`config.mk`:
```
export PLATFORM = sky130hd
export DESIGN_NAME = pipe_hazard_ctrl_flat
export DESIGN_NICKNAME = d
export VERILOG_FILES = /design/src/rtl/pipe_ctrl_pkg.sv /design/src/rtl/pipe_hazard_ctrl_if.sv /design/src/rtl/pipe_div_seq.sv /design/src/rtl/pipe_hazard_ctrl.sv /design/src/flat_wrapper.sv
export SDC_FILE = /design/constraint.sdc
export NUM_CORES = 1
export LEC_CHECK = 0
export ABC_AREA = 0
export BUFFER_PORTS_ARGS = -buffer_cell sky130_fd_sc_hd__buf_4
export CAP_MARGIN = 15
export CELL_PAD_IN_SITES_DETAIL_PLACEMENT = 1
export CELL_PAD_IN_SITES_GLOBAL_PLACEMENT = 1
export CORE_ASPECT_RATIO = 1.1
export CORE_MARGIN = 2
export CORE_UTILIZATION = 40
export DETAILED_ROUTE_END_ITERATION = 12
export PLACE_DENSITY = 0.88
export SLEW_MARGIN = 20
export SYNTH_ARGS = -nofsm -noshare
export SYNTH_HDL_FRONTEND = slang
export SYNTH_SLANG_ARGS = --single-unit
```
`constraint.sdc`:
```
create_clock -name clk -period 2.28 [get_ports clk]
set_clock_uncertainty 0.15 [all_clocks]
set_input_delay 0.228 -clock clk [delete_from_list [all_inputs] [get_ports clk]]
set_output_delay 0.228 -clock clk [all_outputs]
set_load 0.05 [all_outputs]
```
`src/rtl/pipe_ctrl_pkg.sv`:
```
// Shared definitions for the pipeline hazard controller: register-number
// width, the divider sequencer state encoding and a source-match helper.
package pipe_ctrl_pkg;

    localparam int REG_ADDR_W = 5;

    typedef logic [REG_ADDR_W-1:0] reg_addr_t;

    localparam reg_addr_t REG_ZERO = '0;

    localparam logic [1:0] DIV_IDLE = 2'd0;
    localparam logic [1:0] DIV_BUSY = 2'd1;
    localparam logic [1:0] DIV_DONE = 2'd2;

    // True when an instruction reads a source register that matches the producer's destination.
    function automatic logic src_hit(input logic use_src, input reg_addr_t src, input reg_addr_t dst);
        return use_src && (src == dst);
    endfunction

endpackage

```
`src/rtl/pipe_hazard_ctrl_if.sv`:
```
// Status/control bundle between the pipeline stage registers (master)
// and the central stall/flush sequencer (slave).
interface pipe_hazard_ctrl_if
    import pipe_ctrl_pkg::*;
#(
    parameter int CNT_W = 32
);
    logic             d_valid;
    reg_addr_t        d_rs;
    reg_addr_t        d_rt;
    logic             d_use_rs;
    logic             d_use_rt;
    logic             e_valid;
    reg_addr_t        e_wreg_addr;
    logic             e_regen;
    logic             e_is_load;
    logic             e_sig_div;
    logic             e_advance;
    logic             m_valid;
    logic             m_exc;
    logic             m_eret;

    logic             f_stall;
    logic             d_stall;
    logic             e_stall;
    logic             m_stall;
    logic             flush;
    logic             div_start;
    logic             div_done;
    logic [CNT_W-1:0] stall_cycles;

    modport master (
        output d_valid, d_rs, d_rt, d_use_rs, d_use_rt,
               e_valid, e_wreg_addr, e_regen, e_is_load, e_sig_div, e_advance,
               m_valid, m_exc, m_eret,
        input  f_stall, d_stall, e_stall, m_stall, flush,
               div_start, div_done, stall_cycles
    );

    modport slave (
        input  d_valid, d_rs, d_rt, d_use_rs, d_use_rt,
               e_valid, e_wreg_addr, e_regen, e_is_load, e_sig_div, e_advance,
               m_valid, m_exc, m_eret,
        output f_stall, d_stall, e_stall, m_stall, flush,
               div_start, div_done, stall_cycles
    );

endinterface

```
`src/rtl/pipe_div_seq.sv`:
```
// Divider occupancy sequencer: holds E for DIV_CYCLES cycles from launch,
// pulses div_done once, then waits for E to hand the result off.
module pipe_div_seq
    import pipe_ctrl_pkg::*;
#(
    parameter int DIV_CYCLES = 33
)
(
    input  logic clk,
    input  logic resetn,
    input  logic start_req,
    input  logic flush,
    input  logic e_advance,
    output logic busy,
    output logic div_start,
    output logic div_done
);

    localparam int CW = $clog2(DIV_CYCLES) + 1;
    localparam logic [CW-1:0] CNT_LOAD = CW'(DIV_CYCLES - 1);
    localparam logic [CW-1:0] CNT_LAST = CW'(1);

    logic [1:0]    state;
    logic [1:0]    state_nxt;
    logic [CW-1:0] cnt;
    logic [CW-1:0] cnt_nxt;
    logic          done_first;
    logic          done_first_nxt;

    always_comb begin
        state_nxt      = state;
        cnt_nxt        = cnt;
        done_first_nxt = 1'b0;
        case (state)
            DIV_IDLE: begin
                if (start_req && !flush) begin
                    state_nxt = DIV_BUSY;
                    cnt_nxt   = CNT_LOAD;
                end
            end
            DIV_BUSY: begin
                if (flush) begin
                    state_nxt = DIV_IDLE;
                    cnt_nxt   = '0;
                end else if (cnt == CNT_LAST) begin
                    state_nxt      = DIV_DONE;
                    cnt_nxt        = '0;
                    done_first_nxt = 1'b1;
                end else begin
                    cnt_nxt = cnt - CNT_LAST;
                end
            end
            // Staying here until E hands off keeps the same div from re-arming.
            DIV_DONE: begin
                if (flush || e_advance) begin
                    state_nxt = DIV_IDLE;
                end
            end
            default: begin
                state_nxt = DIV_IDLE;
                cnt_nxt   = '0;
            end
        endcase
    end

    always_ff @(posedge clk or negedge resetn) begin
        if (!resetn) begin
            state      <= DIV_IDLE;
            cnt        <= '0;
            done_first <= 1'b0;
        end else begin
            state      <= state_nxt;
            cnt        <= cnt_nxt;
            done_first <= done_first_nxt;
        end
    end

    assign busy      = (state == DIV_BUSY);
    assign div_start = (state == DIV_IDLE) && start_req && !flush;
    assign div_done  = done_first && !flush;

endmodule

```
`src/rtl/pipe_hazard_ctrl.sv`:
```
// Central stall/flush sequencer for the F/D/E/M stage registers: load-use
// detection, divider occupancy, exception/eret flush and a stall counter.
module pipe_hazard_ctrl
    import pipe_ctrl_pkg::*;
#(
    parameter int DIV_CYCLES = 33,
    parameter int CNT_W      = 32
)
(
    input  logic              clk,
    input  logic              resetn,
    pipe_hazard_ctrl_if.slave bus
);

    logic             flush_i;
    logic             load_use;
    logic             d_stall_i;
    logic             start_req;
    logic             div_busy;
    logic             div_start_i;
    logic             div_done_i;
    logic             e_stall_i;
    logic             any_stall;
    logic [CNT_W-1:0] stall_cnt;

    // Every output is held low while reset is asserted, even with live inputs.
    assign flush_i = resetn && bus.m_valid && (bus.m_exc || bus.m_eret);

    assign load_use = bus.d_valid && bus.e_valid && bus.e_is_load && bus.e_regen
                      && (bus.e_wreg_addr != REG_ZERO)
                      && (src_hit(bus.d_use_rs, bus.d_rs, bus.e_wreg_addr)
                          || src_hit(bus.d_use_rt, bus.d_rt, bus.e_wreg_addr));

    assign d_stall_i = resetn && load_use && !flush_i;
    assign start_req = resetn && bus.e_valid && bus.e_sig_div;

    pipe_div_seq #(
        .DIV_CYCLES (DIV_CYCLES)
    ) u_div_seq (
        .clk       (clk),
        .resetn    (resetn),
        .start_req (start_req),
        .flush     (flush_i),
        .e_advance (bus.e_advance),
        .busy      (div_busy),
        .div_start (div_start_i),
        .div_done  (div_done_i)
    );

    assign e_stall_i = (div_busy || div_start_i) && !flush_i;
    assign any_stall = d_stall_i || e_stall_i;

    always_ff @(posedge clk or negedge resetn) begin
        if (!resetn) begin
            stall_cnt <= '0;
        end else if (any_stall && (stall_cnt != {CNT_W{1'b1}})) begin
            stall_cnt <= stall_cnt + 1'b1;
        end
    end

    assign bus.f_stall      = d_stall_i;
    assign bus.d_stall      = d_stall_i;
    assign bus.e_stall      = e_stall_i;
    assign bus.m_stall      = 1'b0;
    assign bus.flush        = flush_i;
    assign bus.div_start    = div_start_i;
    assign bus.div_done     = div_done_i;
    assign bus.stall_cycles = stall_cnt;

endmodule

```
`src/flat_wrapper.sv`:
```
// flat-port wrapper written by rule: the top's interface ports become plain ports
module pipe_hazard_ctrl_flat import pipe_ctrl_pkg::*;
#(
    parameter int DIV_CYCLES = 33,
    parameter int CNT_W      = 32
)
  (clk, resetn, bus_d_valid, bus_d_rs, bus_d_rt, bus_d_use_rs, bus_d_use_rt, bus_e_valid, bus_e_wreg_addr, bus_e_regen, bus_e_is_load, bus_e_sig_div, bus_e_advance, bus_m_valid, bus_m_exc, bus_m_eret, bus_f_stall, bus_d_stall, bus_e_stall, bus_m_stall, bus_flush, bus_div_start, bus_div_done, bus_stall_cycles);
  pipe_hazard_ctrl_if #(.CNT_W(CNT_W)) bus_i ();
  input  logic clk;
  input  logic resetn;
  input wire logic [$bits(bus_i.d_valid)-1:0] bus_d_valid;
  input wire logic [$bits(bus_i.d_rs)-1:0] bus_d_rs;
  input wire logic [$bits(bus_i.d_rt)-1:0] bus_d_rt;
  input wire logic [$bits(bus_i.d_use_rs)-1:0] bus_d_use_rs;
  input wire logic [$bits(bus_i.d_use_rt)-1:0] bus_d_use_rt;
  input wire logic [$bits(bus_i.e_valid)-1:0] bus_e_valid;
  input wire logic [$bits(bus_i.e_wreg_addr)-1:0] bus_e_wreg_addr;
  input wire logic [$bits(bus_i.e_regen)-1:0] bus_e_regen;
  input wire logic [$bits(bus_i.e_is_load)-1:0] bus_e_is_load;
  input wire logic [$bits(bus_i.e_sig_div)-1:0] bus_e_sig_div;
  input wire logic [$bits(bus_i.e_advance)-1:0] bus_e_advance;
  input wire logic [$bits(bus_i.m_valid)-1:0] bus_m_valid;
  input wire logic [$bits(bus_i.m_exc)-1:0] bus_m_exc;
  input wire logic [$bits(bus_i.m_eret)-1:0] bus_m_eret;
  output wire logic [$bits(bus_i.f_stall)-1:0] bus_f_stall;
  output wire logic [$bits(bus_i.d_stall)-1:0] bus_d_stall;
  output wire logic [$bits(bus_i.e_stall)-1:0] bus_e_stall;
  output wire logic [$bits(bus_i.m_stall)-1:0] bus_m_stall;
  output wire logic [$bits(bus_i.flush)-1:0] bus_flush;
  output wire logic [$bits(bus_i.div_start)-1:0] bus_div_start;
  output wire logic [$bits(bus_i.div_done)-1:0] bus_div_done;
  output wire logic [$bits(bus_i.stall_cycles)-1:0] bus_stall_cycles;
  assign bus_i.d_valid = bus_d_valid;
  assign bus_i.d_rs = bus_d_rs;
  assign bus_i.d_rt = bus_d_rt;
  assign bus_i.d_use_rs = bus_d_use_rs;
  assign bus_i.d_use_rt = bus_d_use_rt;
  assign bus_i.e_valid = bus_e_valid;
  assign bus_i.e_wreg_addr = bus_e_wreg_addr;
  assign bus_i.e_regen = bus_e_regen;
  assign bus_i.e_is_load = bus_e_is_load;
  assign bus_i.e_sig_div = bus_e_sig_div;
  assign bus_i.e_advance = bus_e_advance;
  assign bus_i.m_valid = bus_m_valid;
  assign bus_i.m_exc = bus_m_exc;
  assign bus_i.m_eret = bus_m_eret;
  assign bus_f_stall = bus_i.f_stall;
  assign bus_d_stall = bus_i.d_stall;
  assign bus_e_stall = bus_i.e_stall;
  assign bus_m_stall = bus_i.m_stall;
  assign bus_flush = bus_i.flush;
  assign bus_div_start = bus_i.div_start;
  assign bus_div_done = bus_i.div_done;
  assign bus_stall_cycles = bus_i.stall_cycles;
  pipe_hazard_ctrl #(.DIV_CYCLES(DIV_CYCLES), .CNT_W(CNT_W)) u_core (.clk(clk), .resetn(resetn), .bus(bus_i));
endmodule
```
==> results of run 1 <==
## worst max-delay path by stage
stage                                 from                     endpoint  slack (ns)  cells past startpoint
2_1_floorplan   u_core.bus.stall_cycles[2]  u_core.bus.stall_cycles[29]        0.03                      6
3_5_place_dp            bus_e_wreg_addr[0]  u_core.bus.stall_cycles[21]        0.09                      8
3_3_place_gp            bus_e_wreg_addr[0]  u_core.bus.stall_cycles[19]        0.12                      8
6_report       u_core.bus.stall_cycles[19]  u_core.bus.stall_cycles[27]        0.19                      7
5_1_grt            u_core.u_div_seq.cnt[2]      u_core.u_div_seq.cnt[4]        0.04                      6
4_1_cts        u_core.bus.stall_cycles[19]  u_core.bus.stall_cycles[27]        0.17                      7
## worst max-delay path: stages (launching register included)
cell	delay, ns
dfrtp_1	0.44
and4_1	0.27
and4_2	0.28
nand3_1	0.15
nand3_4	0.11
buf_12	0.18
nor4_2	0.26
xor2_1	0.18
## sequential cells by signal, indices dropped and copies added (netlist names)
signal / cells
u_core.u_div_seq.cnt: 7
u_core.u_div_seq.done_first: 1
u_core.bus.stall_cycles: 32
u_core.u_div_seq.state: 2
## cell type report
| class | count | area (um^2) | share of cell area (%) |
|---|---|---|---|
| clock buffer | 5 | 68.8 | 2.18 |
| clock inverter | 3 | 43.8 | 1.39 |
| inverter | 11 | 41.3 | 1.31 |
| multi-input combinational | 174 | 1250 | 39.6 |
| sequential | 42 | 1050 | 33.4 |
| tap | 77 | 96.3 | 3.06 |
| timing repair buffer | 78 | 601 | 19.1 |
## through the flow
step / util, % / hold slack (ns)
after floorplan: - / -0.218
after global placement: 52.5 / 0.238
after detailed placement: 52.5 / 0.246
after CTS: 54.6 / 0.118
after global routing: 54.6 / 0.142
final: 54.6 / 0.113
## what timing repair did
item / 4_1_cts / 5_1_grt
hold buffers: 1 / 0
hold endpoints to repair: 42 / 0
setup buffers: 0 / 0
## where the power goes
group / switching (mW) / total, mW / leakage, nW / internal [mW]
sequential: 0.110 / 0.949 / 0.535 / 0.839
clock: 0.280 / 0.609 / 0.0585 / 0.328
combinational: 0.465 / 0.760 / 0.938 / 0.295
## cells in the final DEF (no fill, tap or decap), drive strengths merged, types with 2 or more instances in the layout
master  Yosys  routed
nor3       16      16
nand2b      2       2
ha          3       3
xor2       21      21
nor4        9       9
a21oi       4       4
clkbuf      1       5
and3        2       2
nand4       8       8
o21ai      10      10
nand3      16      16
o41ai       2       2
buf         5      77
and4        6       6
xnor2      21      21
nor2       18      18
inv        11      12
nand2      20      20
dfrtp      42      42
or3         3       3
## cells by family after synthesis
logic type | synth area share [%]
mux | 0.471
xor+xnor | 15.4
other cells | 0.157
buf+inv | 3.92
flops | 43.9
fa+ha+maj | 1.57
compound gates | 7.11
simple gates | 27.5
## layer usage
metal,vias to the layer above,wire length (um)
met1,1006,2720
met3,8,211
met5,-,0
met4,0,110
met2,48,3360
li1,972,-
==> summary.json, run 1 <==
{
  "synthTopCellsByArea": {"value": "dfrtp_1 44%, xnor2_1 7.7%, xor2_1 7.7%"},
  "grt_antenna_before_repair": {"value": 0},
  "n_fill_cell": {"value": 649},
  "p_total": {"value": 2.32, "unit": "mW"},
  "die_area": {"value": 6620, "unit": "um^2"},
  "max_clock_freq": {"value": 477, "unit": "MHz"},
  "grt_pass1_wl": {"value": 10.9, "unit": "mm"},
  "cell_area_after_layout": {"value": 3150, "unit": "um^2"},
  "synthArstFlopShare": {"value": 100, "unit": "%"},
  "crit_path_dat": {"value": 2.18, "unit": "ns"},
  "setup_slack": {"value": 0.185, "unit": "ns"},
  "totalNegativeSetupSlack": {"value": 0, "unit": "ns"},
  "shortest_period_the_worst_path_allows": {"value": 2.09, "unit": "ns"},
  "hold-path-endpoint": {"value": "u_core.u_div_seq.state[1]"},
  "cts-htree-levels": {"value": 2},
  "finalCritPeriodShare": {"value": 91.9, "unit": "%"},
  "placement.setup.worst_slack": {"value": 0.0862, "unit": "ns"},
  "wl_per_cell": {"value": 16.4, "unit": "um"},
  "maxSlewHeadroom": {"value": 63.5, "unit": "%"},
  "worstPathMaxFanout": {"value": 11},
  "design.core.area": {"value": 5770, "unit": "um^2"},
  "report.final.setup_viol": {"value": 0},
  "timing.critical_path.to_type": {"value": "flop"},
  "globalRouteMet2Util": {"value": 37.4, "unit": "%"},
  "run_status": {"value": "finished clean"},
  "hold_viol_final": {"value": 0},
  "io-pin-count": {"value": 67},
  "grt_max_degree": {"value": 43},
  "grt_use_met1": {"value": 25.2, "unit": "%"},
  "grt_remaining_overflow": {"value": 0},
  "initialDrtViolationCount": {"value": 72},
  "clock_tree_from_tritoncts": {"value": "yes"},
  "synth_area": {"value": 2390, "unit": "um^2"},
  "start_kind": {"value": "flop"},
  "r2r-end": {"value": "u_core.bus.stall_cycles[27]"},
  "number_of_synthesis_warnings": {"value": 0},
  "grtUsageMet3": {"value": 2.77, "unit": "%"},
  "port_buffers": {"value": 65},
  "critical_path.reg2reg.startpoint": {"value": "u_core.bus.stall_cycles[19]"},
  "final_max_slew_viol_count": {"value": 0},
  "via_per_inst": {"value": 5.22},
  "grtUsageTotal": {"value": 20.7, "unit": "%"},
  "detailed_place.area": {"value": 3030, "unit": "um^2"},
  "post_synthesis_instance_total": {"value": 233},
  "number_of_nets_in_the_finished_design": {"value": 343},
  "postSynthAreaPerCell": {"value": 10.3, "unit": "um^2"},
  "synth-seq-area-share": {"value": 43.9, "unit": "%"},
  "post_synth_most_frequent_cells": {"value": "42 x dfrtp_1, 21 x xnor2_1, 21 x xor2_1"},
  "worst_hold_path_type": {"value": "in -> reg"},
  "synth.ff_latch_count": {"value": 42},
  "p_leak": {"value": 1.53, "unit": "nW"},
  "numCtsBuffers": {"value": 5},
  "length_of_the_first_detailed_routing_pass_in_iterations": {"value": 4},
  "max_cap_violations": {"value": 0},
  "cts-root-buf": {"value": "clkbuf_8"},
  "timing_worst_setup_path_type": {"value": "reg -> reg"},
  "syn-num-nets": {"value": 264},
  "timing_worst_slew_pin_value": {"value": 0.548, "unit": "ns"},
  "clk-insertion-delay-late": {"value": 0.31, "unit": "ns"},
  "top_usage_layer": {"value": "met2"},
  "tritoncts_num_sinks": {"value": 42},
  "drt_wl_total": {"value": 6.40, "unit": "mm"},
  "die_w": {"value": 77.7, "unit": "um"},
  "post-route-drc-count": {"value": 0},
  "startpoint_of_the_tightest_hold_check_path": {"value": "bus_e_advance"},
  "diodes": {"value": 0},
  "share_of_the_synthesized_area_in_the_top_cell_type": {"value": 43.9, "unit": "%"},
  "yosys_most_used_dff": {"value": "dfrtp_1"},
  "yosysMostFrequentCell": {"value": "dfrtp_1"},
  "hpwlAfterDp": {"value": 4.80, "unit": "mm"},
  "max-clock-path-buffers": {"value": 2},
  "synth_enable_flop_cells": {"value": 0},
  "vias": {"value": 2034},
  "required_time_of_the_worst_setup_path": {"value": 2.36, "unit": "ns"},
  "antenna_left": {"value": 0},
  "cts_resized": {"value": 0},
  "yosys.area.top_type": {"value": "dfrtp_1"},
  "place.gp.congestion": {"value": 0.785},
  "vias_in_the_first_global_route": {"value": 2214},
  "fp-row-count": {"value": 29},
  "initial_core_util": {"value": 41.5, "unit": "%"},
  "syn_to_final_growth": {"value": 31.7, "unit": "%"},
  "reg2regPathDepth": {"value": 7},
  "synth.lib_cells_used.distinct": {"value": 45},
  "grt_setup_unrepaired": {"value": "no"},
  "ir_drop": {"value": 0.560, "unit": "mV"},
  "drive_gt1_share": {"value": 34.2, "unit": "%"},
  "worst_reg_to_reg_setup_slack": {"value": 0.19, "unit": "ns"},
  "place_inst": {"value": 381},
  "post_layout_nonfiller_instances": {"value": 390},
  "die_height": {"value": 85.1, "unit": "um"},
  "clk_pin_slew": {"value": 0.09, "unit": "ns"},
  "worst_hold_path.num_cells": {"value": 4},
  "cellPowerDensity": {"value": 735, "unit": "nW/um^2"}
}
Note: power is estimated with default switching activity, not from simulation.
==> run 2, diff against run 1 <==
--- a/config.mk
+++ b/config.mk
@@ -14,7 +14,9 @@
 export CORE_MARGIN = 2
 export CORE_UTILIZATION = 40
 export DETAILED_ROUTE_END_ITERATION = 12
+export GPL_ROUTABILITY_DRIVEN = 0
 export PLACE_DENSITY = 0.88
+export SKIP_LAST_GASP = 1
 export SLEW_MARGIN = 20
 export SYNTH_ARGS = -nofsm -noshare
 export SYNTH_HDL_FRONTEND = slang
==> constraint.sdc (replaced) <==
create_clock -name clk -period 2.28 [get_ports clk]
set_clock_uncertainty 0.15 [all_clocks]
set_input_delay 0.228 -clock clk [delete_from_list [all_inputs] [get_ports clk]]
set_output_delay 0.228 -clock clk [all_outputs]
set_load 0.01 [all_outputs]
==> run 2 against run 1 <==
Net effect: worst hold slack improved by 0.0088 ns; sequential power about the same; critical path depth unchanged; global-route usage increased by 1.2 points; setup slack got worse by 0.045 ns; combinational power decreased by 11%; critical path type unchanged; clock power decreased by 17%; first-iteration DRC count decreased by 24%; largest power group unchanged.
==> summary.json, run 2 (synthesis gave the netlist of run 1 again) <==
{
  "hold-path-endpoint": {"value": "u_core.u_div_seq.state[1]", "change": "unchanged"},
  "cellPowerDensity": {"value": 680, "unit": "nW/um^2", "change": "was 735 nW/um^2"},
  "startpoint_of_the_tightest_hold_check_path": {"value": "bus_e_advance", "change": "unchanged"},
  "clock_tree_from_tritoncts": {"value": "yes", "change": "unchanged"},
  "diodes": {"value": 0, "change": "unchanged"},
  "die_height": {"value": 85.1, "unit": "um", "change": "unchanged"},
  "hold_viol_final": {"value": 0, "change": "unchanged"},
  "globalRouteMet2Util": {"value": 37.6, "unit": "%", "change": "was 37.4%"},
  "post-route-drc-count": {"value": 0, "change": "unchanged"},
  "max-clock-path-buffers": {"value": 2, "change": "unchanged"},
  "final_max_slew_viol_count": {"value": 0, "change": "unchanged"},
  "grt_pass1_wl": {"value": 11.2, "unit": "mm", "change": "was 10.9 mm"},
  "hpwlAfterDp": {"value": 4.80, "unit": "mm", "change": "about the same"},
  "r2r-end": {"value": "u_core.bus.stall_cycles[19]", "change": "was u_core.bus.stall_cycles[27]"},
  "detailed_place.area": {"value": 3000, "unit": "um^2", "change": "was 3030 um^2"},
  "worst_hold_path_type": {"value": "in -> reg", "change": "unchanged"},
  "die_area": {"value": 6620, "unit": "um^2", "change": "unchanged"},
  "numCtsBuffers": {"value": 5, "change": "unchanged"},
  "cts-root-buf": {"value": "clkbuf_8", "change": "unchanged"},
  "grt_max_degree": {"value": 43, "change": "unchanged"},
  "port_buffers": {"value": 65, "change": "unchanged"},
  "critical_path.reg2reg.startpoint": {"value": "u_core.bus.stall_cycles[17]", "change": "was u_core.bus.stall_cycles[19]"},
  "drt_wl_total": {"value": 6.82, "unit": "mm", "change": "was 6.40 mm"},
  "clk_pin_slew": {"value": 0.08, "unit": "ns", "change": "was 0.09 ns"},
  "required_time_of_the_worst_setup_path": {"value": 2.35, "unit": "ns", "change": "was 2.36 ns"},
  "length_of_the_first_detailed_routing_pass_in_iterations": {"value": 5, "change": "was 4"},
  "clk-insertion-delay-late": {"value": 0.30, "unit": "ns", "change": "was 0.31 ns"},
  "p_leak": {"value": 1.53, "unit": "nW", "change": "about the same"},
  "timing_worst_slew_pin_value": {"value": 0.542, "unit": "ns", "change": "was 0.548 ns"},
  "totalNegativeSetupSlack": {"value": 0, "unit": "ns", "change": "unchanged"},
  "mostFrequentLayoutCell": {"value": "buf_4", "change": "unchanged"},
  "grt_setup_unrepaired": {"value": "no", "change": "unchanged"},
  "most_used_cells_in_the_layout_excluding_fill_and_tap_cells": {"value": "77 x buf_4, 42 x dfrtp_1, 21 x xnor2_1, 21 x xor2_1, 20 x nand2_1", "change": "was 76 x buf_4, 40 x dfrtp_1, 21 x xnor2_1, 21 x xor2_1, 20 x nand2_1"},
  "run_status": {"value": "finished clean", "change": "unchanged"},
  "number_of_nets_in_the_finished_design": {"value": 344, "change": "was 343"},
  "io-pin-count": {"value": 67, "change": "unchanged"},
  "shortest_period_the_worst_path_allows": {"value": 2.14, "unit": "ns", "change": "was 2.09 ns"},
  "crit_path_dat": {"value": 2.21, "unit": "ns", "change": "was 2.18 ns"},
  "drive_gt1_share": {"value": 33.4, "unit": "%", "change": "was 34.2%"},
  "timing_worst_setup_path_type": {"value": "reg -> reg", "change": "unchanged"},
  "design.core.area": {"value": 5770, "unit": "um^2", "change": "unchanged"},
  "finalCritPeriodShare": {"value": 93.8, "unit": "%", "change": "was 91.9%"},
  "grtUsageMet3": {"value": 4.15, "unit": "%", "change": "was 2.77%"},
  "fp-row-count": {"value": 29, "change": "unchanged"},
  "max_clock_freq": {"value": 467, "unit": "MHz", "change": "was 477 MHz"},
  "initial_core_util": {"value": 41.5, "unit": "%", "change": "unchanged"},
  "report.final.setup_viol": {"value": 0, "change": "unchanged"},
  "timing.critical_path.to_type": {"value": "flop", "change": "unchanged"},
  "initialDrtViolationCount": {"value": 55, "change": "was 72"},
  "antenna_left": {"value": 0, "change": "unchanged"},
  "reg2regPathDepth": {"value": 7, "change": "unchanged"},
  "worst_reg_to_reg_setup_slack": {"value": 0.14, "unit": "ns", "change": "was 0.19 ns"},
  "via_per_inst": {"value": 5.38, "change": "was 5.22"},
  "grtUsageTotal": {"value": 21.9, "unit": "%", "change": "was 20.7%"},
  "maxSlewHeadroom": {"value": 63.9, "unit": "%", "change": "was 63.5%"},
  "worstPathMaxFanout": {"value": 13, "change": "was 11"},
  "ir_drop": {"value": 0.315, "unit": "mV", "change": "was 0.560 mV"},
  "tritoncts_num_sinks": {"value": 42, "change": "unchanged"},
  "vias_in_the_first_global_route": {"value": 2242, "change": "was 2,214"},
  "grt_antenna_before_repair": {"value": 0, "change": "unchanged"},
  "syn_to_final_growth": {"value": 31.1, "unit": "%", "change": "was 31.7%"},
  "start_kind": {"value": "flop", "change": "unchanged"},
  "grt_remaining_overflow": {"value": 0, "change": "unchanged"},
  "max_cap_violations": {"value": 0, "change": "unchanged"},
  "top_usage_layer": {"value": "met2", "change": "unchanged"},
  "wl_per_cell": {"value": 17.5, "unit": "um", "change": "was 16.4 um"},
  "grt_use_met1": {"value": 25.4, "unit": "%", "change": "was 25.2%"},
  "p_total": {"value": 2.13, "unit": "mW", "change": "was 2.32 mW"},
  "vias": {"value": 2105, "change": "was 2,034"},
  "worst_hold_path.num_cells": {"value": 4, "change": "unchanged"},
  "cell_area_after_layout": {"value": 3140, "unit": "um^2", "change": "was 3150 um^2"},
  "die_w": {"value": 77.7, "unit": "um", "change": "unchanged"},
  "cts-htree-levels": {"value": 2, "change": "unchanged"},
  "largest_register_ffs": {"value": 32, "change": "unchanged"}
}
==> run 2: changes by cell type in the layout (fill, tap and decap cells not counted), sizes merged <==
cell | previous run | this run
clkbuf | 5 | 7
buf | 77 | 78
bufinv | 1 | 0
inv | 12 | 11
==> run 2: final cells by class <==
cell class,count,area [um^2]
flip-flops and latches,42,1050
clock inverters,1,5.00
multi-input cells,174,1250
clock buffers,7,86.3
repair buffers,79,608
fillers,657,2630
inverters,11,41.3
well taps,77,96.3
==> run 2: worst max path at each step <==
stage                           startpoint                          end  slack, ns  cells after the start
2_1_floorplan           bus_e_wreg_addr[0]   u_core.bus.stall_cycles[1]       0.21                      6
3_3_place_gp            bus_e_wreg_addr[0]  u_core.bus.stall_cycles[21]       0.08                      8
3_5_place_dp            bus_e_wreg_addr[0]  u_core.bus.stall_cycles[19]      0.006                      8
4_1_cts        u_core.bus.stall_cycles[17]  u_core.bus.stall_cycles[19]       0.10                      7
5_1_grt            u_core.u_div_seq.cnt[3]      u_core.u_div_seq.cnt[4]       0.03                      6
6_report       u_core.bus.stall_cycles[17]  u_core.bus.stall_cycles[19]       0.14                      7
==> run 2: where the power goes <==
| group | switching (mW) | internal, mW | total (mW) | leakage, nW |
|---|---|---|---|---|
| Clock | 0.260 | 0.245 | 0.505 | 0.0482 |
| Combinational | 0.369 | 0.305 | 0.674 | 0.943 |
| Sequential | 0.117 | 0.835 | 0.952 | 0.537 |
==> run 2: metrics by stage <==
| stage | utilization, % | hold WS (ns) | setup slack, ns | cells |
|---|---|---|---|---|
| 6_report | 54.3 | 0.122 | 0.140 | 391 |
| 5_1_grt | 54.3 | 0.124 | 0.0251 | 391 |
| 4_1_cts | 53.8 | 0.123 | 0.103 | 387 |
| 3_5_place_dp | 52.1 | 0.243 | 0.00594 | 378 |
| 3_3_place_gp | 52.1 | 0.232 | 0.0768 | 378 |
| 2_1_floorplan | - | -0.218 | 0.213 | 233 |
==> run 2: critical path, stage by stage, from the launching register on <==
cell and delay (ns):
dfrtp_1 0.43, and4_1 0.27, and4_2 0.28, nand3_1 0.16, nand3_4 0.14, buf_12 0.19
nor3_1 0.27, xor2_1 0.17
==> run 2: layer usage <==
layer / vias to the layer above / part of all wire (%)
met5: - / 0
met4: 0 / 4.1
met3: 19 / 4.5
met2: 67 / 52
met1: 1047 / 39
li1: 972 / -
==> run 2: timing repair <==
action | in CTS | in global routing
buffers inserted | 0 | 4
resized for setup | 0 | 0
hold buffers | 1 | 0
setup endpoints to repair | 0 | 2
hold endpoints to repair | 42 | 0
